## src/rtl/pc_pkg.sv

```systemverilog
// -----------------------------------------------------------------------------
// pc_pkg
// Shared definitions for the program-counter sequencer:
//   - PCSrc encodings (PC_SEQ .. PC_RET); codes 6 and 7 behave as PC_SEQ
//   - sequencer state enum (ST_RUN, ST_HALT)
//   - the halt opcode and a helper that recognises it
// -----------------------------------------------------------------------------
package pc_pkg;

    localparam logic [2:0] PC_SEQ  = 3'd0;
    localparam logic [2:0] PC_BR   = 3'd1;
    localparam logic [2:0] PC_REG  = 3'd2;
    localparam logic [2:0] PC_JMP  = 3'd3;
    localparam logic [2:0] PC_CALL = 3'd4;
    localparam logic [2:0] PC_RET  = 3'd5;

    localparam logic [5:0] OP_HALT = 6'b111111;

    typedef enum logic {
        ST_RUN  = 1'b0,
        ST_HALT = 1'b1
    } state_e;

    function automatic logic is_halt_op(input logic [31:0] instr);
        return instr[31:26] == OP_HALT;
    endfunction

endpackage

```

## src/rtl/pc_sequencer_if.sv

```systemverilog
// -----------------------------------------------------------------------------
// pc_sequencer_if
// Bundles the control-unit side of the PC sequencer.
//   master : control unit (drives PCWre, PCSrc, Instruction, A_Data, Trap, Resume)
//   slave  : pc_sequencer  (drives PC, next, EPC, Halted, RasEmpty, RasFull,
//                           plus state/RasCount for observation)
// Handshake: there is no valid/ready pair. PCWre is a level "advance" enable
// sampled on every rising edge; the sequencer is always ready, so an edge with
// PCWre=1 in RUN consumes the current PCSrc/Instruction/A_Data. Trap and Resume
// are level-sampled on the same edges.
// -----------------------------------------------------------------------------
interface pc_sequencer_if #(
    parameter int XLEN      = 32,
    parameter int RAS_DEPTH = 4
);
    import pc_pkg::*;

    localparam int CW = $clog2(RAS_DEPTH) + 1;

    logic            PCWre;
    logic [2:0]      PCSrc;
    logic [31:0]     Instruction;
    logic [XLEN-1:0] A_Data;
    logic            Trap;
    logic            Resume;

    logic [XLEN-1:0] PC;
    logic [XLEN-1:0] next;
    logic [XLEN-1:0] EPC;
    logic            Halted;
    logic            RasEmpty;
    logic            RasFull;
    state_e          state;
    logic [CW-1:0]   RasCount;

    modport master (
        output PCWre, PCSrc, Instruction, A_Data, Trap, Resume,
        input  PC, next, EPC, Halted, RasEmpty, RasFull, state, RasCount
    );

    modport slave (
        input  PCWre, PCSrc, Instruction, A_Data, Trap, Resume,
        output PC, next, EPC, Halted, RasEmpty, RasFull, state, RasCount
    );

endinterface

```

## src/rtl/pc_sequencer_ras.sv

```systemverilog
// -----------------------------------------------------------------------------
// ret_addr_stack
// Circular return-address stack with a saturating occupancy count.
//   clk, rst_n : clock, asynchronous active-low reset
//   push       : write push_data at the write pointer (overwrites the oldest
//                entry when full; count saturates at RAS_DEPTH)
//   pop        : drop the top entry (ignored when empty)
//   push_data  : address to push
//   top        : most recently pushed live entry
//   empty/full : count == 0 / count == RAS_DEPTH
//   count      : current occupancy
// -----------------------------------------------------------------------------
module ret_addr_stack #(
    parameter int XLEN      = 32,
    parameter int RAS_DEPTH = 4,
    localparam int PW       = $clog2(RAS_DEPTH),
    localparam int CW       = PW + 1
) (
    input  logic            clk,
    input  logic            rst_n,
    input  logic            push,
    input  logic            pop,
    input  logic [XLEN-1:0] push_data,
    output logic [XLEN-1:0] top,
    output logic            empty,
    output logic            full,
    output logic [CW-1:0]   count
);

    logic [XLEN-1:0] mem_q [RAS_DEPTH];
    logic [PW-1:0]   ptr_q;     // next slot to write; top lives at ptr_q-1
    logic [CW-1:0]   cnt_q;
    logic [PW-1:0]   top_idx;

    assign top_idx = ptr_q - PW'(1);
    assign top     = mem_q[top_idx];
    assign empty   = (cnt_q == '0);
    assign full    = (cnt_q == CW'(RAS_DEPTH));
    assign count   = cnt_q;

    // Entry contents need no reset; only pointer and count define validity.
    always_ff @(posedge clk) begin
        if (push) begin
            mem_q[ptr_q] <= push_data;
        end
    end

    // RAS_DEPTH is a power of two, so the pointer wraps naturally; a push
    // into a full stack lands on the oldest entry.
    always_ff @(posedge clk or negedge rst_n) begin
        if (!rst_n) begin
            ptr_q <= '0;
            cnt_q <= '0;
        end else if (push) begin
            ptr_q <= ptr_q + PW'(1);
            if (!full) begin
                cnt_q <= cnt_q + CW'(1);
            end
        end else if (pop && !empty) begin
            ptr_q <= ptr_q - PW'(1);
            cnt_q <= cnt_q - CW'(1);
        end
    end

endmodule

```

## src/rtl/pc_sequencer.sv

```systemverilog
// -----------------------------------------------------------------------------
// pc_sequencer
// Program-counter sequencer for the multi-cycle CPU: next-PC selection,
// RUN/HALT state machine with resume, trap redirect with EPC capture, and a
// return-address stack for call/return.
//   CLK : clock, all state changes on the rising edge
//   Rst : asynchronous active-low reset
//   bus : pc_sequencer_if.slave (control inputs, PC/next/EPC/status outputs)
// Parameters: XLEN (>= 32), RESET_VEC, TRAP_VEC, RAS_DEPTH (power of 2, >= 2)
// -----------------------------------------------------------------------------
module pc_sequencer
    import pc_pkg::*;
#(
    parameter int              XLEN      = 32,
    parameter logic [XLEN-1:0] RESET_VEC = '0,
    parameter logic [XLEN-1:0] TRAP_VEC  = XLEN'(32'h0000_0100),
    parameter int              RAS_DEPTH = 4
) (
    input  logic            CLK,
    input  logic            Rst,
    pc_sequencer_if.slave   bus
);

    localparam int CW = $clog2(RAS_DEPTH) + 1;

    logic [XLEN-1:0] pc_q;
    logic [XLEN-1:0] epc_q;
    state_e          state_q;
    logic            halted_q;

    logic [XLEN-1:0] pc_d;
    logic [XLEN-1:0] pc_plus4;
    logic [XLEN-1:0] br_off;
    logic [XLEN-1:0] jmp_tgt;
    logic [XLEN-1:0] reg_tgt;
    logic            halt_op;
    logic            advance;
    logic            ras_push;
    logic            ras_pop;
    logic [XLEN-1:0] ras_top;
    logic            ras_empty;
    logic            ras_full;
    logic [CW-1:0]   ras_count;
    logic            unused_a_lsb;

    assign unused_a_lsb = ^bus.A_Data[1:0];

    assign pc_plus4 = pc_q + XLEN'(4);
    assign br_off   = {{(XLEN-18){bus.Instruction[15]}}, bus.Instruction[15:0], 2'b00};
    assign jmp_tgt  = {pc_q[XLEN-1:28], bus.Instruction[25:0], 2'b00};
    assign reg_tgt  = {bus.A_Data[XLEN-1:2], 2'b00};
    assign halt_op  = is_halt_op(bus.Instruction);

    // Next-PC candidate; all sums wrap modulo 2^XLEN.
    always_comb begin
        pc_d = pc_plus4;
        if (!Rst) begin
            pc_d = RESET_VEC;
        end else begin
            case (bus.PCSrc)
                PC_BR:            pc_d = pc_plus4 + br_off;
                PC_REG:           pc_d = reg_tgt;
                PC_JMP, PC_CALL:  pc_d = jmp_tgt;
                PC_RET:           pc_d = ras_empty ? reg_tgt : ras_top;
                default:          pc_d = pc_plus4;
            endcase
        end
    end

    // An advancing edge is the only one that moves PC to pc_d; Trap overrides
    // it, so a push/pop requested in a trap cycle never reaches the stack.
    assign advance  = (state_q == ST_RUN) && bus.PCWre && !halt_op && !bus.Trap;
    assign ras_push = advance && (bus.PCSrc == PC_CALL);
    assign ras_pop  = advance && (bus.PCSrc == PC_RET);

    ret_addr_stack #(
        .XLEN      (XLEN),
        .RAS_DEPTH (RAS_DEPTH)
    ) u_ras (
        .clk       (CLK),
        .rst_n     (Rst),
        .push      (ras_push),
        .pop       (ras_pop),
        .push_data (pc_plus4),
        .top       (ras_top),
        .empty     (ras_empty),
        .full      (ras_full),
        .count     (ras_count)
    );

    always_ff @(posedge CLK or negedge Rst) begin
        if (!Rst) begin
            pc_q     <= RESET_VEC;
            epc_q    <= '0;
            state_q  <= ST_RUN;
            halted_q <= 1'b0;
        end else if (bus.Trap) begin
            epc_q    <= pc_q;
            pc_q     <= TRAP_VEC;
            state_q  <= ST_RUN;
            halted_q <= 1'b0;
        end else begin
            case (state_q)
                ST_RUN: begin
                    if (bus.PCWre) begin
                        if (halt_op) begin
                            state_q  <= ST_HALT;
                            halted_q <= 1'b1;
                        end else begin
                            pc_q <= pc_d;
                        end
                    end
                end
                ST_HALT: begin
                    if (bus.Resume) begin
                        pc_q     <= pc_plus4;
                        state_q  <= ST_RUN;
                        halted_q <= 1'b0;
                    end
                end
                default: begin
                    state_q  <= ST_RUN;
                    halted_q <= 1'b0;
                end
            endcase
        end
    end

    assign bus.PC       = pc_q;
    assign bus.next     = pc_d;
    assign bus.EPC      = epc_q;
    assign bus.Halted   = halted_q;
    assign bus.RasEmpty = ras_empty;
    assign bus.RasFull  = ras_full;
    assign bus.state    = state_q;
    assign bus.RasCount = ras_count;

endmodule

```

## src/flat_wrapper.sv

```systemverilog
// flat-port wrapper written by rule: the top's interface ports become plain ports
module pc_sequencer_flat import pc_pkg::*;
#(
    parameter int              XLEN      = 32,
    parameter logic [XLEN-1:0] RESET_VEC = '0,
    parameter logic [XLEN-1:0] TRAP_VEC  = XLEN'(32'h0000_0100),
    parameter int              RAS_DEPTH = 4
)
  (CLK, Rst, bus_PCWre, bus_PCSrc, bus_Instruction, bus_A_Data, bus_Trap, bus_Resume, bus_PC, bus_next, bus_EPC, bus_Halted, bus_RasEmpty, bus_RasFull, bus_state, bus_RasCount);
  pc_sequencer_if #(.XLEN(XLEN), .RAS_DEPTH(RAS_DEPTH)) bus_i ();
  input  logic CLK;
  input  logic Rst;
  input wire logic [$bits(bus_i.PCWre)-1:0] bus_PCWre;
  input wire logic [$bits(bus_i.PCSrc)-1:0] bus_PCSrc;
  input wire logic [$bits(bus_i.Instruction)-1:0] bus_Instruction;
  input wire logic [$bits(bus_i.A_Data)-1:0] bus_A_Data;
  input wire logic [$bits(bus_i.Trap)-1:0] bus_Trap;
  input wire logic [$bits(bus_i.Resume)-1:0] bus_Resume;
  output wire logic [$bits(bus_i.PC)-1:0] bus_PC;
  output wire logic [$bits(bus_i.next)-1:0] bus_next;
  output wire logic [$bits(bus_i.EPC)-1:0] bus_EPC;
  output wire logic [$bits(bus_i.Halted)-1:0] bus_Halted;
  output wire logic [$bits(bus_i.RasEmpty)-1:0] bus_RasEmpty;
  output wire logic [$bits(bus_i.RasFull)-1:0] bus_RasFull;
  output wire logic [$bits(bus_i.state)-1:0] bus_state;
  output wire logic [$bits(bus_i.RasCount)-1:0] bus_RasCount;
  assign bus_i.PCWre = bus_PCWre;
  assign bus_i.PCSrc = bus_PCSrc;
  assign bus_i.Instruction = bus_Instruction;
  assign bus_i.A_Data = bus_A_Data;
  assign bus_i.Trap = bus_Trap;
  assign bus_i.Resume = bus_Resume;
  assign bus_PC = bus_i.PC;
  assign bus_next = bus_i.next;
  assign bus_EPC = bus_i.EPC;
  assign bus_Halted = bus_i.Halted;
  assign bus_RasEmpty = bus_i.RasEmpty;
  assign bus_RasFull = bus_i.RasFull;
  assign bus_state = bus_i.state;
  assign bus_RasCount = bus_i.RasCount;
  pc_sequencer #(.XLEN(XLEN), .RESET_VEC(RESET_VEC), .TRAP_VEC(TRAP_VEC), .RAS_DEPTH(RAS_DEPTH)) u_core (.CLK(CLK), .Rst(Rst), .bus(bus_i));
endmodule
```

## config.mk

```make
export PLATFORM = sky130hd
export DESIGN_NAME = pc_sequencer_flat
export DESIGN_NICKNAME = d
export VERILOG_FILES = /design/src/rtl/pc_pkg.sv /design/src/rtl/pc_sequencer_if.sv /design/src/rtl/pc_sequencer_ras.sv /design/src/rtl/pc_sequencer.sv /design/src/flat_wrapper.sv
export SDC_FILE = /design/constraint.sdc
export NUM_CORES = 1
export LEC_CHECK = 0
export CAP_MARGIN = 10
export CORE_ASPECT_RATIO = 1.25
export CORE_MARGIN = 8
export CORE_UTILIZATION = 50
export CTS_CLUSTER_SIZE = 20
export DETAILED_ROUTE_END_ITERATION = 12
export PLACE_DENSITY = 0.85
export REMOVE_ABC_BUFFERS = 1
export SLEW_MARGIN = 30
export SYNTH_ARGS = -nofsm -noshare
export SYNTH_HDL_FRONTEND = slang
export SYNTH_SLANG_ARGS = --single-unit
```

## constraint.sdc

```tcl
create_clock -name CLK -period 10.7 [get_ports CLK]
set_clock_uncertainty 0.1 [all_clocks]
set_input_delay 1.07 -clock CLK [delete_from_list [all_inputs] [get_ports CLK]]
set_output_delay 1.07 -clock CLK [all_outputs]
set_load 0.02 [all_outputs]
```

* Word-level counts from Yosys, hierarchy flattened *
Memory sizes are Yosys's and may differ from the RTL's.
Index checks and enable logic that the tools add are counted.

operators by class
  muxes and demuxes = 25
  bitwise gates (word level) = 1
  eq/ne operators = 12
  add/sub/neg operators = 6
  reduce and logical (&&, ||, !) cells = 15

operator list
  kind                   number
  $mux 32                6
  $pmux 32 s4            1
  $pmux 32 s2            1
  $add 32x3->32 const B  1
  $add 32x32->32         1
  $mux 1                 10
  $eq 3x3->1 const B     3
  $mux 3                 3
  $ne 3x3->1 const B     3
  $eq 3x2->1 const B     2
  $eq 6x6->1 const B     1
  $logic_and 1x1->1      6
  $reduce_and 3->1       2
  $mux 2                 2
  $pmux 1 s2             2
  $add 3x1->3 const B    1
  $eq 3x1->1 const B     1
  $logic_not 1->1        3
  $logic_not 3->1        1
  $ne 3x2->1 const B     1
  $sub 3x1->3 const B    1
  $add 2x1->2 const B    1
  $ne 2x2->1 const B     1
  $reduce_and 2->1       1
  other kinds (4)        4

storage, ports and cells
  memory bits (writable) = 128
  memories kept = 1
  register bits after elaboration = 71
  logic and storage cells = 66

memories
  name                words  width  rd ports  clocked after memory_dff  write ports  RTL line                RTL
  u_core.u_ras.mem_q  4      32     1         0                         1            pc_sequencer_ras.sv:30  logic [XLEN-1:0] mem_q [RAS_DEPTH];

* Depth between registers and ports, before layout *
An unclocked memory read counts as a cell.

  depth in word-level cells = 9
  gate-level depth with buffers = 17

* By module *
Synthesis repeated with hierarchy kept, for this count alone.

second synthesis, totals
  cells, all modules = 977
  area, all modules = 11269.6 um2

modules (own cells, without submodules)
  module          instances  seq. area each (um2)  area an instance (um2)  cells each
  pc_sequencer    1          1651.6                6203.4                  767
  ret_addr_stack  1          3968.8                5066.1                  210

* Least setup slack after synthesis *
Ideal clock, no wire load.

  path type = register to output
  start = register u_core.pc_q[2], in the netlist u_core.bus.PC[2]
  end = output port bus_next[25]
  required time = 9.530 ns
  stages on the path, launching flop included = 17
  slack = 5.648 ns
  arrival = 3.882 ns
  cell sequence = dfrtp_1 ha_1 nand3_1 nor3_2 and3_1 buf_6 xor2_1 ha_1 buf_2 a21oi_1 o21ai_0 o211ai_1 a21oi_1 a41oi_1 xnor2_1 nand2_1 a221oi_1

on the way
  longest elaborated chain between the ends = 4

RTL lines
  what                           RTL line             RTL
  from (decl)                    pc_sequencer.sv:26   logic [XLEN-1:0] pc_q;
  from (signal assigned)         pc_sequencer.sv:110  pc_q <= pc_d;
  from (signal assigned)         pc_sequencer.sv:116  pc_q <= pc_plus4;
  $add 32x3->32                  pc_sequencer.sv:48   assign pc_plus4 = pc_q + XLEN'(4);
  named net u_core.pc_plus4[18]  pc_sequencer.sv:32   logic [XLEN-1:0] pc_plus4;
  $add 32x32->32                 pc_sequencer.sv:61   PC_BR: pc_d = pc_plus4 + br_off;
  $pmux 32 s4                    pc_sequencer.sv:60   case (bus.PCSrc)
  $mux 32                        pc_sequencer.sv:57   if (!Rst) begin
  to (decl)                      flat_wrapper.sv:20   output wire logic [$bits(bus_i.next)-1:0] bus_next;

The timed path passes the listed nets, and every way through them passes these cells.

* Worst setup path in the final report *
  start = register u_core.pc_q[2], in the netlist u_core.bus.PC[2]
  end = output port bus_next[31]

Same word-level chain as after synthesis.

==> reports/results.txt <==
status -> finished, final reports clean
Max IR drop VDD -> 0.1200 mV
CTS clock-pin slew for the worst setup and hold paths -> 0.07 ns
CTS Root Cell -> clkbuf_16
Post-CTS Resized -> 0
Synth Flop Type -> edfxtp_1
crit share post-route -> 67.30%
Nets -> 1438
DR pass1 iterations -> 6
gr usage total -> 27.45%
DIE WIDTH -> 157.5 um
DRT iter0 DRCs -> 1507
RR Startpoint -> u_core.bus.PC[2]
Rel. slew slack -> 29.83%
clk_lat worst skew -> 0.45 ns
# DRC -> 0
CTS max path bufs -> 2
Least-Margin Pin Slew -> 1.051 ns
largest net degree at the start of global routing -> 65
Sink Count -> 199
drt total wl -> 41760 um
worst hold path class -> register to register
CP Launch Type -> register
share of cells above drive strength 1 -> 11.90%
buffers added on ports -> 172
critical path capture point type -> primary output
hold_buf cts -> 0
wire length per cell -> 25.07 um
Max-cap violations -> 0
Final setup viols -> 0
syn avg cell area -> 10.43 um2
Yosys cell types -> 91
switch share -> 34.30%
sequential element share of the synthesized area -> 44.92%
cell area after synthesis -> 12510 um2
Gate Count Post-Synth -> 1200
FF-to-FF path depth -> 13
htree depth -> 4
Post-synth EDFFs -> 128
commonest non-fill, non-tap cell in the layout -> clkdlybuf4s50_1
critical path type -> register to primary output
CTS tree -> yes
routability cong. -> 0.9421
gr ovfl total -> 0
most frequent cells in the layout -> clkdlybuf4s50_1, edfxtp_1, nand2_1
internal power -> 1.591 mW
Post CTS Setup Buffer Count -> 0
core area -> 24500 um2
ys async rst share -> 35.68%
RSZ-0062 raised after global routing -> false
clock power share -> 27.0%
sequential fraction of design power -> 36.9%
Setup TNS Final -> 0 ns
Worst EP required -> 9.53 ns
Reg-to-Reg End -> u_core.bus.PC[31]
hold path endpoint -> u_core.bus.EPC[28]
Comb pwr share -> 36.1%
NetSw -> 0.8304 mW
cell area after layout -> 14980 um2
Starting Density -> 51.06%
Synthesis Warnings -> 0
I/O Pins -> 175
crit-path max FO -> 11
via density per instance -> 6.732
Area growth syn-to-layout -> 19.73%
Final Hold Viols -> 0
# fillers -> 1966
die footprint -> 30370 um2
first-pass GRT wire length -> 63000 um
post-route ant nets -> 0
HPWL after DPL -> 28340 um
Arr. time, crit path -> 6.03 ns
fin crit period -> 7.201 ns
n_diodes -> 0
final slew viol count -> 0
f_max -> 138.9 MHz
Leak -> 5.768 nW
vias in the first global route -> 11100
Hold Crit Start -> u_core.bus.EPC[28]
worst hold path depth -> 1
R2R setup slack -> 5.49 ns
Vias -> 11220
# rows -> 64
CTS Buf Count -> 17
#FFs+latches synth -> 199
antenna violations before repair -> 1
DP Area -> 14390 um2
PwrDens -> 161.6 nW/um2
Die Span Y -> 192.9 um
-- how the worst max path moves through the flow --
stage / from / end / slack (ns) / cells after the start
after floorplan: u_core.u_ras.ptr_q[0] / bus_next[20] / 5.35 / 8
after global placement: u_core.bus.PC[2] / bus_next[31] / 4.19 / 14
after detailed placement: u_core.bus.PC[2] / bus_next[31] / 4.14 / 14
after CTS: u_core.bus.PC[2] / bus_next[31] / 3.66 / 14
after global routing: u_core.bus.PC[2] / bus_next[31] / 3.23 / 14
final: u_core.bus.PC[2] / bus_next[31] / 3.50 / 14
-- cells in the mapped netlist (15+ instances only) --
cell,n,area share (%)
edfxtp_1,128,31
nand2_1,115,3.5
a21oi_1,103,4.1
nor2_1,97,2.9
dfrtp_1,71,14
o21ai_0,57,2.3
clkbuf_1,50,1.5
ha_1,41,4.1
mux2_2,36,3.2
mux4_2,32,5.8
o22ai_1,32,1.6
a31oi_1,26,1.3
inv_1,26,0.78
nand3_1,26,1.0
nor3_1,23,0.92
xnor2_1,21,1.5
a211oi_1,18,1.1
a21o_1,18,1.1
xor2_1,17,1.2
nand4_1,16,0.80
buf_2,15,0.60
-- stage by stage --
step	instances	util [%]	hold WS (ns)	power (mW)	worst slack, ns
2_1_floorplan	1115	-	0.4652	1.457	5.347
3_3_place_gp	1634	58.73	0.3891	1.745	4.186
3_5_place_dp	1634	58.73	0.3942	1.766	4.143
4_1_cts	1666	61.12	0.4095	2.410	3.655
5_1_grt	1666	61.13	0.4163	2.513	3.232
6_report	1666	61.13	0.4049	2.421	3.499
-- worst max-delay path: stages (launching register included) --
cell	delay [ns]
dfrtp_1	0.55
ha_1	0.31
nand3_1	0.14
nor3_2	0.28
and3_1	0.39
xor2_1	0.53
ha_1	0.42
nand2_1	0.12
o21ai_0	0.46
nor2_1	0.19
a2111oi_0	0.81
a21boi_0	0.32
mux2i_1	0.23
a21oi_1	0.20
clkdlybuf4s50_1	0.64
-- state kept, by name, summed over array words and instances (netlist names) --
register,cells
u_core.bus.EPC,32
u_core.bus.PC,32
u_core.u_ras.count,3
u_core.bus.Halted,1
u_core.u_ras.ptr_q,2
u_core.u_ras.mem_q,128
u_core.bus.state,1
-- layer usage --
metal / share of wire, % / GRT usage (%) / vias up
met5: 0.031 / 0 / -
met4: 5.5 / 17.20 / 2
met3: 11 / 6.700 / 174
met2: 47 / 43.45 / 758
met1: 37 / 33.26 / 5470
li1: - / - / 4811
-- power by group through the flow --
stage | sequential (mW) | clock, mW | combinational (mW)
after floorplan | 0.956 | 0 | 0.501
after global placement | 0.907 | 0 | 0.839
after detailed placement | 0.909 | 0 | 0.856
after CTS | 0.893 | 0.655 | 0.862
after global routing | 0.899 | 0.684 | 0.930
final | 0.894 | 0.653 | 0.874
-- logic make-up after synthesis --
kind of cell / share of synthesized area, %
muxes: 9.721
buffers and inverters: 3.910
and+or+nand+nor: 14.57
AOI/OAI and AO/OA: 18.70
xor gates and xnor gates: 3.750
adders and majority gates: 4.420
DFF: 44.92
-- final cells by class --
class | count | area [um2] | share of cell area, %
clock buffer | 22 | 475.5 | 3.174
clock inverter | 10 | 108.9 | 0.7267
inverter | 29 | 108.9 | 0.7267
multi-input combinational | 887 | 6420 | 42.86
sequential | 199 | 5622 | 37.53
tap | 330 | 412.9 | 2.756
timing repair buffer | 189 | 1832 | 12.23
No activity file was read; power rests on OpenSTA's default activity.
